`src/rtl/mem_data_dump_reader.sv`:
```
// Dumps N consecutive data-memory words to the UART transmitter, MS byte first.
// Define MEM_DUMP_CHECKSUM_EN to append an XOR checksum byte after the last data byte.
module mem_data_dump_reader #(
   parameter int RAM_WIDTH    = 16,
   parameter int RAM_DEPTH    = 1024,
   parameter int ADDR_WIDTH   = 11,
   parameter int READ_LATENCY = 1
) (
   input  logic                  i_clk,
   input  logic                  i_reset,
   input  logic                  i_start,
   input  logic [ADDR_WIDTH-1:0] i_base_addr,
   input  logic [ADDR_WIDTH-1:0] i_count,
   output logic [ADDR_WIDTH-1:0] o_addr,
   output logic                  o_wea,
   input  logic [RAM_WIDTH-1:0]  i_mem_data,
   output logic [7:0]            o_tx_data,
   output logic                  o_tx_start,
   input  logic                  i_tx_done,
   output logic                  o_busy,
   output logic                  o_done
);

   localparam int BYTES = RAM_WIDTH / 8;
   localparam int IDX_W = (BYTES > 1) ? $clog2(BYTES) : 1;
   localparam logic [READ_LATENCY-1:0] PIPE_SEED = READ_LATENCY'(1);

   typedef enum logic [2:0] {
      IDLE,
      READ,
      LOAD,
      SEND,
      WAIT_TX,
      NEXT,
      FIN
   } state_t;

   state_t                      state, state_nxt;
   logic [ADDR_WIDTH-1:0]       addr_q;
   logic [ADDR_WIDTH-1:0]       words_left;
   logic [BYTES-1:0][7:0]       word_q;
   logic [IDX_W-1:0]            idx;
   logic [READ_LATENCY-1:0]     vld_pipe;
   logic [ADDR_WIDTH-1:0]       addr_inc;
   logic                        last_word;
   logic                        count_zero;

`ifdef MEM_DUMP_CHECKSUM_EN
   logic [7:0]                  csum_q;
   logic                        csum_phase;
`endif

   assign o_wea      = 1'b0;
   assign o_addr     = addr_q;
   assign count_zero = (i_count == '0);
   assign last_word  = (words_left == ADDR_WIDTH'(1));
   assign addr_inc   = (addr_q >= ADDR_WIDTH'(RAM_DEPTH - 1)) ? '0 : addr_q + 1'b1;

`ifdef MEM_DUMP_CHECKSUM_EN
   assign o_tx_data = csum_phase ? csum_q : word_q[idx];
`else
   assign o_tx_data = word_q[idx];
`endif

   always_ff @(posedge i_clk) begin
      if (i_reset) state <= IDLE;
      else         state <= state_nxt;
   end

   always_comb begin
      state_nxt  = state;
      o_busy     = 1'b0;
      o_done     = 1'b0;
      o_tx_start = 1'b0;
      case (state)
         IDLE: begin
            if (i_start) begin
               if (count_zero) begin
`ifdef MEM_DUMP_CHECKSUM_EN
                  state_nxt = SEND;
`else
                  state_nxt = FIN;
`endif
               end else begin
                  state_nxt = READ;
               end
            end
         end
         READ: begin
            o_busy = 1'b1;
            if (vld_pipe[READ_LATENCY-1]) state_nxt = LOAD;
         end
         LOAD: begin
            o_busy    = 1'b1;
            state_nxt = SEND;
         end
         SEND: begin
            o_busy     = 1'b1;
            o_tx_start = 1'b1;
            state_nxt  = WAIT_TX;
         end
         WAIT_TX: begin
            o_busy = 1'b1;
            if (i_tx_done) begin
`ifdef MEM_DUMP_CHECKSUM_EN
               if (csum_phase)       state_nxt = FIN;
               else if (idx != '0)   state_nxt = SEND;
               else                  state_nxt = NEXT;
`else
               if (idx != '0) state_nxt = SEND;
               else           state_nxt = NEXT;
`endif
            end
         end
         NEXT: begin
            o_busy = 1'b1;
            if (last_word) begin
`ifdef MEM_DUMP_CHECKSUM_EN
               state_nxt = SEND;
`else
               state_nxt = FIN;
`endif
            end else begin
               state_nxt = READ;
            end
         end
         FIN: begin
            o_done    = 1'b1;
            state_nxt = IDLE;
         end
         default: state_nxt = IDLE;
      endcase
   end

   // Datapath: address/word counters, captured word, byte index, read-latency pipe.
   always_ff @(posedge i_clk) begin
      if (i_reset) begin
         addr_q     <= '0;
         words_left <= '0;
         word_q     <= '0;
         idx        <= '0;
         vld_pipe   <= '0;
`ifdef MEM_DUMP_CHECKSUM_EN
         csum_q     <= '0;
         csum_phase <= 1'b0;
`endif
      end else begin
         case (state)
            IDLE: begin
               if (i_start) begin
                  words_left <= i_count;
                  vld_pipe   <= PIPE_SEED;
                  if (!count_zero) addr_q <= i_base_addr;
`ifdef MEM_DUMP_CHECKSUM_EN
                  csum_q     <= '0;
                  csum_phase <= count_zero;
`endif
               end
            end
            READ: vld_pipe <= vld_pipe << 1;
            LOAD: begin
               word_q <= i_mem_data;
               idx    <= IDX_W'(BYTES - 1);
            end
`ifdef MEM_DUMP_CHECKSUM_EN
            SEND: begin
               if (!csum_phase) csum_q <= csum_q ^ word_q[idx];
            end
`endif
            WAIT_TX: begin
               if (i_tx_done && idx != '0) idx <= idx - 1'b1;
            end
            NEXT: begin
               words_left <= words_left - 1'b1;
               if (!last_word) begin
                  addr_q   <= addr_inc;
                  vld_pipe <= PIPE_SEED;
               end
`ifdef MEM_DUMP_CHECKSUM_EN
               else begin
                  csum_phase <= 1'b1;
               end
`endif
            end
            default: ;
         endcase
      end
   end

endmodule

```
`config.mk`:
```
export PLATFORM = sky130hd
export DESIGN_NAME = mem_data_dump_reader
export DESIGN_NICKNAME = d
export VERILOG_FILES = /design/src/rtl/mem_data_dump_reader.sv
export SDC_FILE = /design/constraint.sdc
export NUM_CORES = 1
export LEC_CHECK = 0
export CAP_MARGIN = 40
export CORE_ASPECT_RATIO = 1.75
export CORE_MARGIN = 8
export CORE_UTILIZATION = 40
export DETAILED_ROUTE_END_ITERATION = 12
export PLACE_DENSITY = 0.74
export REMOVE_ABC_BUFFERS = 1
export SLEW_MARGIN = 20
export SYNTH_ARGS = -nofsm -noshare
export SYNTH_HDL_FRONTEND = slang
export SYNTH_SLANG_ARGS = --single-unit
```
`constraint.sdc`:
```
create_clock -name i_clk -period 2.5 [get_ports i_clk]
set_clock_uncertainty 0.15 [all_clocks]
set_input_delay 0.5 -clock i_clk [delete_from_list [all_inputs] [get_ports i_clk]]
set_output_delay 0.5 -clock i_clk [all_outputs]
set_load 0.02 [all_outputs]
```
==> results of run 1 <==
[layout by cell type (no fill, tap or decap), types with 2 or more instances in the layout]
cell and n:
a221oi_1 3, nand2_1 49, nor4_1 4, and2_1 4, nand2b_1 2, nand4_1 3, bufinv_16 2, mux2_2 8
a31oi_1 2, clkdlybuf4s50_1 61, nor2_1 26, and3_1 4, a21o_1 2, mux2i_1 2, a221oi_2 5, or2_2 2
nor3_2 6, a21oi_2 3, buf_4 12, o21ai_1 7, a2bb2oi_1 2, a211oi_1 6, o31ai_1 3, nand3_1 8
xnor2_1 5, dfxtp_1 43, o32ai_1 3, a21oi_1 32, ha_1 4, clkbuf_16 5, a211oi_2 3, o21ai_0 6
nor4_4 2, inv_1 7, nor3_1 9
[critical path: cells and delay by family (launching register included)]
family   cells  cell delay, ns
buf+inv      2            0.71
flops        1            0.33
mux          1            0.33
[timing repair]
action	in CTS	in global routing
endpoints found under the setup margin	0	1
buffers inserted	0	0
gates resized for setup	0	1
[logic make-up after synthesis]
| family | after synthesis | share of synthesized area |
|---|---|---|
| muxes | 10 | 0.0421 |
| other | 1 | 0.00143 |
| and+or+nand+nor | 133 | 0.281 |
| xor gates and xnor gates | 5 | 0.0168 |
| adders and majority gates | 4 | 0.0191 |
| DFF | 43 | 0.329 |
| buffers and inverters | 30 | 0.0584 |
| AOI/OAI and AO/OA | 90 | 0.252 |
[layout make-up]
| type | count | area, sq um |
|---|---|---|
| Inverter | 8 | 30.0 |
| Tap cell | 82 | 103 |
| Clock buffer | 6 | 129 |
| Multi-Input combinational cell | 243 | 1600 |
| Fill cell | 647 | 2920 |
| Clock inverter | 2 | 60.1 |
| Sequential cell | 43 | 861 |
| Timing Repair Buffer | 76 | 738 |
[worst paths after layout]
| check | to | slack [ns] | startpoint |
|---|---|---|---|
| setup / recovery | o_tx_data[3] | 0.21 | idx |
| hold / removal | word_q[2] | 0.31 | word_q[2] |
| setup reg to reg | words_left[8] | 0.55 | words_left[0] |
| hold reg to reg | word_q[2] | 0.31 | word_q[2] |
[registers in the layout (all words and copies together) (netlist names)]
signal	flops
word_q	16
vld_pipe	1
state	3
words_left	11
idx	1
o_addr	11
[stage by stage]
stage	setup WS, ns	instance area, sq um
4_1_cts	0.00698	3520
3_3_place_gp	0.0909	3330
2_1_floorplan	0.368	2490
6_report	0.211	3520
5_1_grt	0.150	3520
3_5_place_dp	0.0540	3330
[routing by layer]
metal,vias to the layer above,routed length (um)
met5,-,0
met4,0,165
met3,13,224
met2,54,3840
met1,1188,2710
li1,1264,-
[where the power goes]
| group | leakage (uW) | switching (uW) | internal [uW] |
|---|---|---|---|
| clock network | 0.0000911 | 256 | 573 |
| logic | 0.000835 | 366 | 335 |
| registers | 0.000352 | 81.5 | 759 |
==> summary.txt, run 1 <==
Main synth FF type: dfxtp_1
Max Fclk: 437 MHz
Final #Nets: 423
post-synth top area cell: dfxtp_1
Final Max Tran Viols: 0
GR peak layer: met2
vias in the first global route: 2530
FFs w/ async S/R, synth: 0
Clock Path Buffers: 2
syn avg cell area: 8.27 sq um
max-cap check violation count: 0
CTS tree: yes
I/O Buffers: 63
initial DRC count: 101
CP peak stage delay: 0.56 ns
setup TNS: 0 ns
crit end category: output port
Hold Path Class: reg -> reg
Warnings, synthesis: 0
Post-Syn Instances: 316
die footprint: 9480 sq um
sequential area share after synthesis: 0.329
post-synth cell types: 65
GPL Wtd Cong: 0.813
hpwl dp: 5.37 mm
Final Cycle Share: 0.916
drt drc: 0
Post-Layout Cell Count: 460
top cell type's share of synthesized area: 0.329
post-placement cell count: 452
initial antenna violation count: 0
Slowest-stage cell, CP: clkdlybuf4s50_1
outcome: finished, final reports clean
# IOs: 65
Via density: 5.48
CP Class: reg -> out
R2R depth: 6
grt met2 use: 0.282
DRT antenna net count: 0
share of post-route cells with drive strength above 1: 0.164
CTS Hold Bufs: 0
synthesized cell area: 2610 sq um
gr ovfl total: 0
CTS buffer count: 5
FF+latch count, synth: 43
# diodes: 0
crit-path max FO: 5
Worst-Skew Late Latency: 0.28 ns
GRT met3 Usage: 0.0240
Crit path arrival time: 1.64 ns
fin util: 0.547
H-Tree Level Count: 2
most instantiated library cell after synthesis: nand2_1
leakage power: 0.00128 uW
largest net degree at the start of global routing: 34
vias: 2519
total power: 2370 uW
clk slew on worst S/H paths: 0.06 ns
Die Y: 123 um
Worst EP required: 1.85 ns
final hold slack: 0.306 ns
endpoints failing setup: 0
Hold Crit Depth: 2
Final Hold Viols: 0
slew of the pin with the lowest slew margin: 0.680 ns
Core ar.: 6440 sq um
CP startpoint kind: flip-flop
top post-synthesis cells by area: dfxtp_1, nand2_1, a21oi_1, nor2_1, mux2_2
row count: 39
RSZ-0062 raised after global routing: false
Tot GR Track Use: 0.145
post-DR wirelength/cell: 15.1 um
die width: 77.1 um
final wirelength: 6.94 mm
synth-to-layout area growth: 34.7%
CTS sink cnt: 43
GRT met1 Usage: 0.143
fin crit period: 2.29 ns
Rel. slew slack: 0.547
root buffer cell: clkbuf_16
Post-synth EDFFs: 0
Max VDD drop: 398 uV
Pre-antenna DRT Iters: 4
Synth top cells by count: nand2_1, dfxtp_1, a21oi_1, nor2_1, clkbuf_1
first-pass GRT wire length: 11.4 mm
initial core utilization: 0.406
PwrDens: 673 nW/um^2
CP cell instances: buf_4, mux2_2, clkdlybuf4s50_1
Note: power is estimated with default switching activity, not from simulation.
==> run 2: changes to the inputs <==
--- a/config.mk
+++ b/config.mk
@@ -5,11 +5,11 @@
 export SDC_FILE = /design/constraint.sdc
 export NUM_CORES = 1
 export LEC_CHECK = 0
-export CAP_MARGIN = 40
 export CORE_ASPECT_RATIO = 1.75
 export CORE_MARGIN = 8
 export CORE_UTILIZATION = 40
 export DETAILED_ROUTE_END_ITERATION = 12
+export MAX_ROUTING_LAYER = met4
 export PLACE_DENSITY = 0.74
 export REMOVE_ABC_BUFFERS = 1
 export SLEW_MARGIN = 20
==> summary.txt, run 2 (synthesis gave the netlist of run 1 again) <==
Core ar.: 6440 sq um (unchanged)
CP startpoint kind: flip-flop (unchanged)
initial DRC count: 97 (was 101)
largest net degree at the start of global routing: 34 (unchanged)
initial core utilization: 0.406 (unchanged)
Die Y: 123 um (unchanged)
GR peak layer: met2 (unchanged)
Clock Power Share: 0.348 (was 0.350)
final wirelength: 6.92 mm (was 6.94 mm)
max reg flops: 16 (unchanged)
Final Max Tran Viols: 0 (unchanged)
first-pass GRT wire length: 11.3 mm (was 11.4 mm)
RSZ-0062 raised after global routing: false (unchanged)
Max VDD drop: 395 uV (was 398 uV)
most common cell after layout, fill and taps aside: clkdlybuf4s50_1 (unchanged)
switching share of power: 0.295 (was 0.297)
row count: 39 (unchanged)
internal power: 1670 uW (about the same)
Max Fclk: 438 MHz (was 437 MHz)
Tot GR Track Use: 0.149 (was 0.145)
root buffer cell: clkbuf_16 (unchanged)
Rel. slew slack: 0.546 (was 0.547)
die width: 77.1 um (unchanged)
Sw Pwr: 697 uW (was 703 uW)
die footprint: 9480 sq um (unchanged)
CP cell instances: buf_4, mux2_2, clkdlybuf4s50_1 (unchanged)
Fill cells: 647 (unchanged)
Logic pwr share: 0.296 (was 0.295)
Slowest-stage cell, CP: clkdlybuf4s50_1 (unchanged)
commonest non-fill, non-tap cells in the layout: clkdlybuf4s50_1, nand2_1, dfxtp_1, a21oi_1, nor2_1 (unchanged)
endpoints failing setup: 0 (unchanged)
Final Cycle Share: 0.914 (was 0.916)
post-DR wirelength/cell: 15.0 um (was 15.1 um)
slew of the pin with the lowest slew margin: 0.680 ns (about the same)
GRT met1 Usage: 0.143 (about the same)
fin crit period: 2.28 ns (was 2.29 ns)
CTS sink cnt: 43 (unchanged)
gr ovfl total: 0 (unchanged)
Via density: 5.48 (about the same)
DRT antenna net count: 0 (unchanged)
Top reg by flops: word_q (unchanged)
Final #Nets: 423 (unchanged)
# diodes: 0 (unchanged)
synth-to-layout area growth: 34.7% (unchanged)
hpwl dp: 5.37 mm (unchanged)
clk slew on worst S/H paths: 0.06 ns (about the same)
kind of cell adding the most delay to the critical path: buffers and inverters (unchanged)
CTS tree: yes (unchanged)
drt drc: 0 (unchanged)
Worst EP required: 1.85 ns (about the same)
grt met2 use: 0.283 (was 0.282)
share of post-route cells with drive strength above 1: 0.164 (unchanged)
setup TNS: 0 ns (unchanged)
worst slack at placement: 0.0540 ns (unchanged)
CP peak stage delay: 0.55 ns (was 0.56 ns)
outcome: finished, final reports clean (unchanged)
GPL Wtd Cong: 0.825 (was 0.813)
H-Tree Level Count: 2 (unchanged)
# IOs: 65 (unchanged)
Sequential Power Share: 0.356 (was 0.355)
initial antenna violation count: 0 (unchanged)
Worst-Skew Late Latency: 0.28 ns (about the same)
leakage power: 0.00128 uW (unchanged)
vias: 2523 (was 2519)
crit end category: output port (unchanged)
Hold Path Class: reg -> reg (unchanged)
Final Hold Viols: 0 (unchanged)
vias in the first global route: 2528 (was 2530)
total power: 2360 uW (was 2370 uW)
Pre-antenna DRT Iters: 4 (unchanged)
R2R depth: 6 (unchanged)
Hold Crit Depth: 2 (unchanged)
PwrDens: 671 nW/um^2 (was 673 nW/um^2)
CTS buffer count: 5 (unchanged)
max-cap check violation count: 0 (unchanged)
final worst slack: 0.216 ns (was 0.211 ns)
I/O Buffers: 63 (unchanged)
cell count along the critical path: 3 (unchanged)
CP Class: reg -> out (unchanged)
Bufs and invs on worst path: 2 (unchanged)
fin util: 0.547 (unchanged)
Crit path arrival time: 1.63 ns (was 1.64 ns)
crit-path max FO: 5 (unchanged)
GRT met3 Usage: 0.0269 (was 0.0240)
Clock Path Buffers: 2 (unchanged)
-- run 2: per-stage QoR --
stage | cell area [sq um] | hold WS [ns] | std cells
global route | 3520 | 0.325 | 460
global placement | 3330 | 0.290 | 452
detailed placement | 3330 | 0.299 | 452
CTS | 3520 | 0.307 | 460
floorplan | 2490 | 0.277 | 294
finish | 3520 | 0.306 | 460
-- run 2: worst register-to-register path, cell delays in order (launching register included) --
cell and delay, ns:
dfxtp_1 0.36, inv_1 0.10, ha_1 0.20, or3b_1 0.46, nor4_2 0.29, o21ai_1 0.09
a211oi_1 0.22
-- run 2: final cells by class --
| cell class | instances | area (sq um) | area share |
|---|---|---|---|
| multi-input combinational | 243 | 1600 | 0.455 |
| clock buffer | 6 | 129 | 0.0366 |
| clock inverter | 2 | 60.1 | 0.0171 |
| timing repair buffer | 76 | 738 | 0.210 |
| sequential | 43 | 861 | 0.244 |
| tap | 82 | 103 | 0.0291 |
| inverter | 8 | 30.0 | 0.00853 |
-- run 2: what timing repair did --
item / in CTS / in global routing
setup endpoints to repair: 0 / 1
buffers inserted: 0 / 0
gates resized for setup: 0 / 1
hold buffers: 0 / 0
-- run 2: path summary, 6_finish.rpt --
path | endpoint | slack [ns] | from
setup / recovery | o_tx_data[3] | 0.22 | idx
hold / removal | word_q[6] | 0.31 | word_q[6]
setup reg to reg | words_left[8] | 0.55 | words_left[0]
hold reg to reg | word_q[6] | 0.31 | word_q[6]
-- run 2: power groups by stage --
stage / clock (uW) / combinational [uW] / sequential (uW)
global route: 872 / 760 / 854
CTS: 843 / 707 / 840
global placement: 0 / 693 / 852
detailed placement: 0 / 704 / 855
floorplan: 0 / 368 / 886
finish: 823 / 700 / 841
-- run 2: layer usage --
layer  wire (um)  vias up
met5           0        -
met4         142        0
met3         208       11
met2        3860       54
met1        2710     1194
li1            -     1264
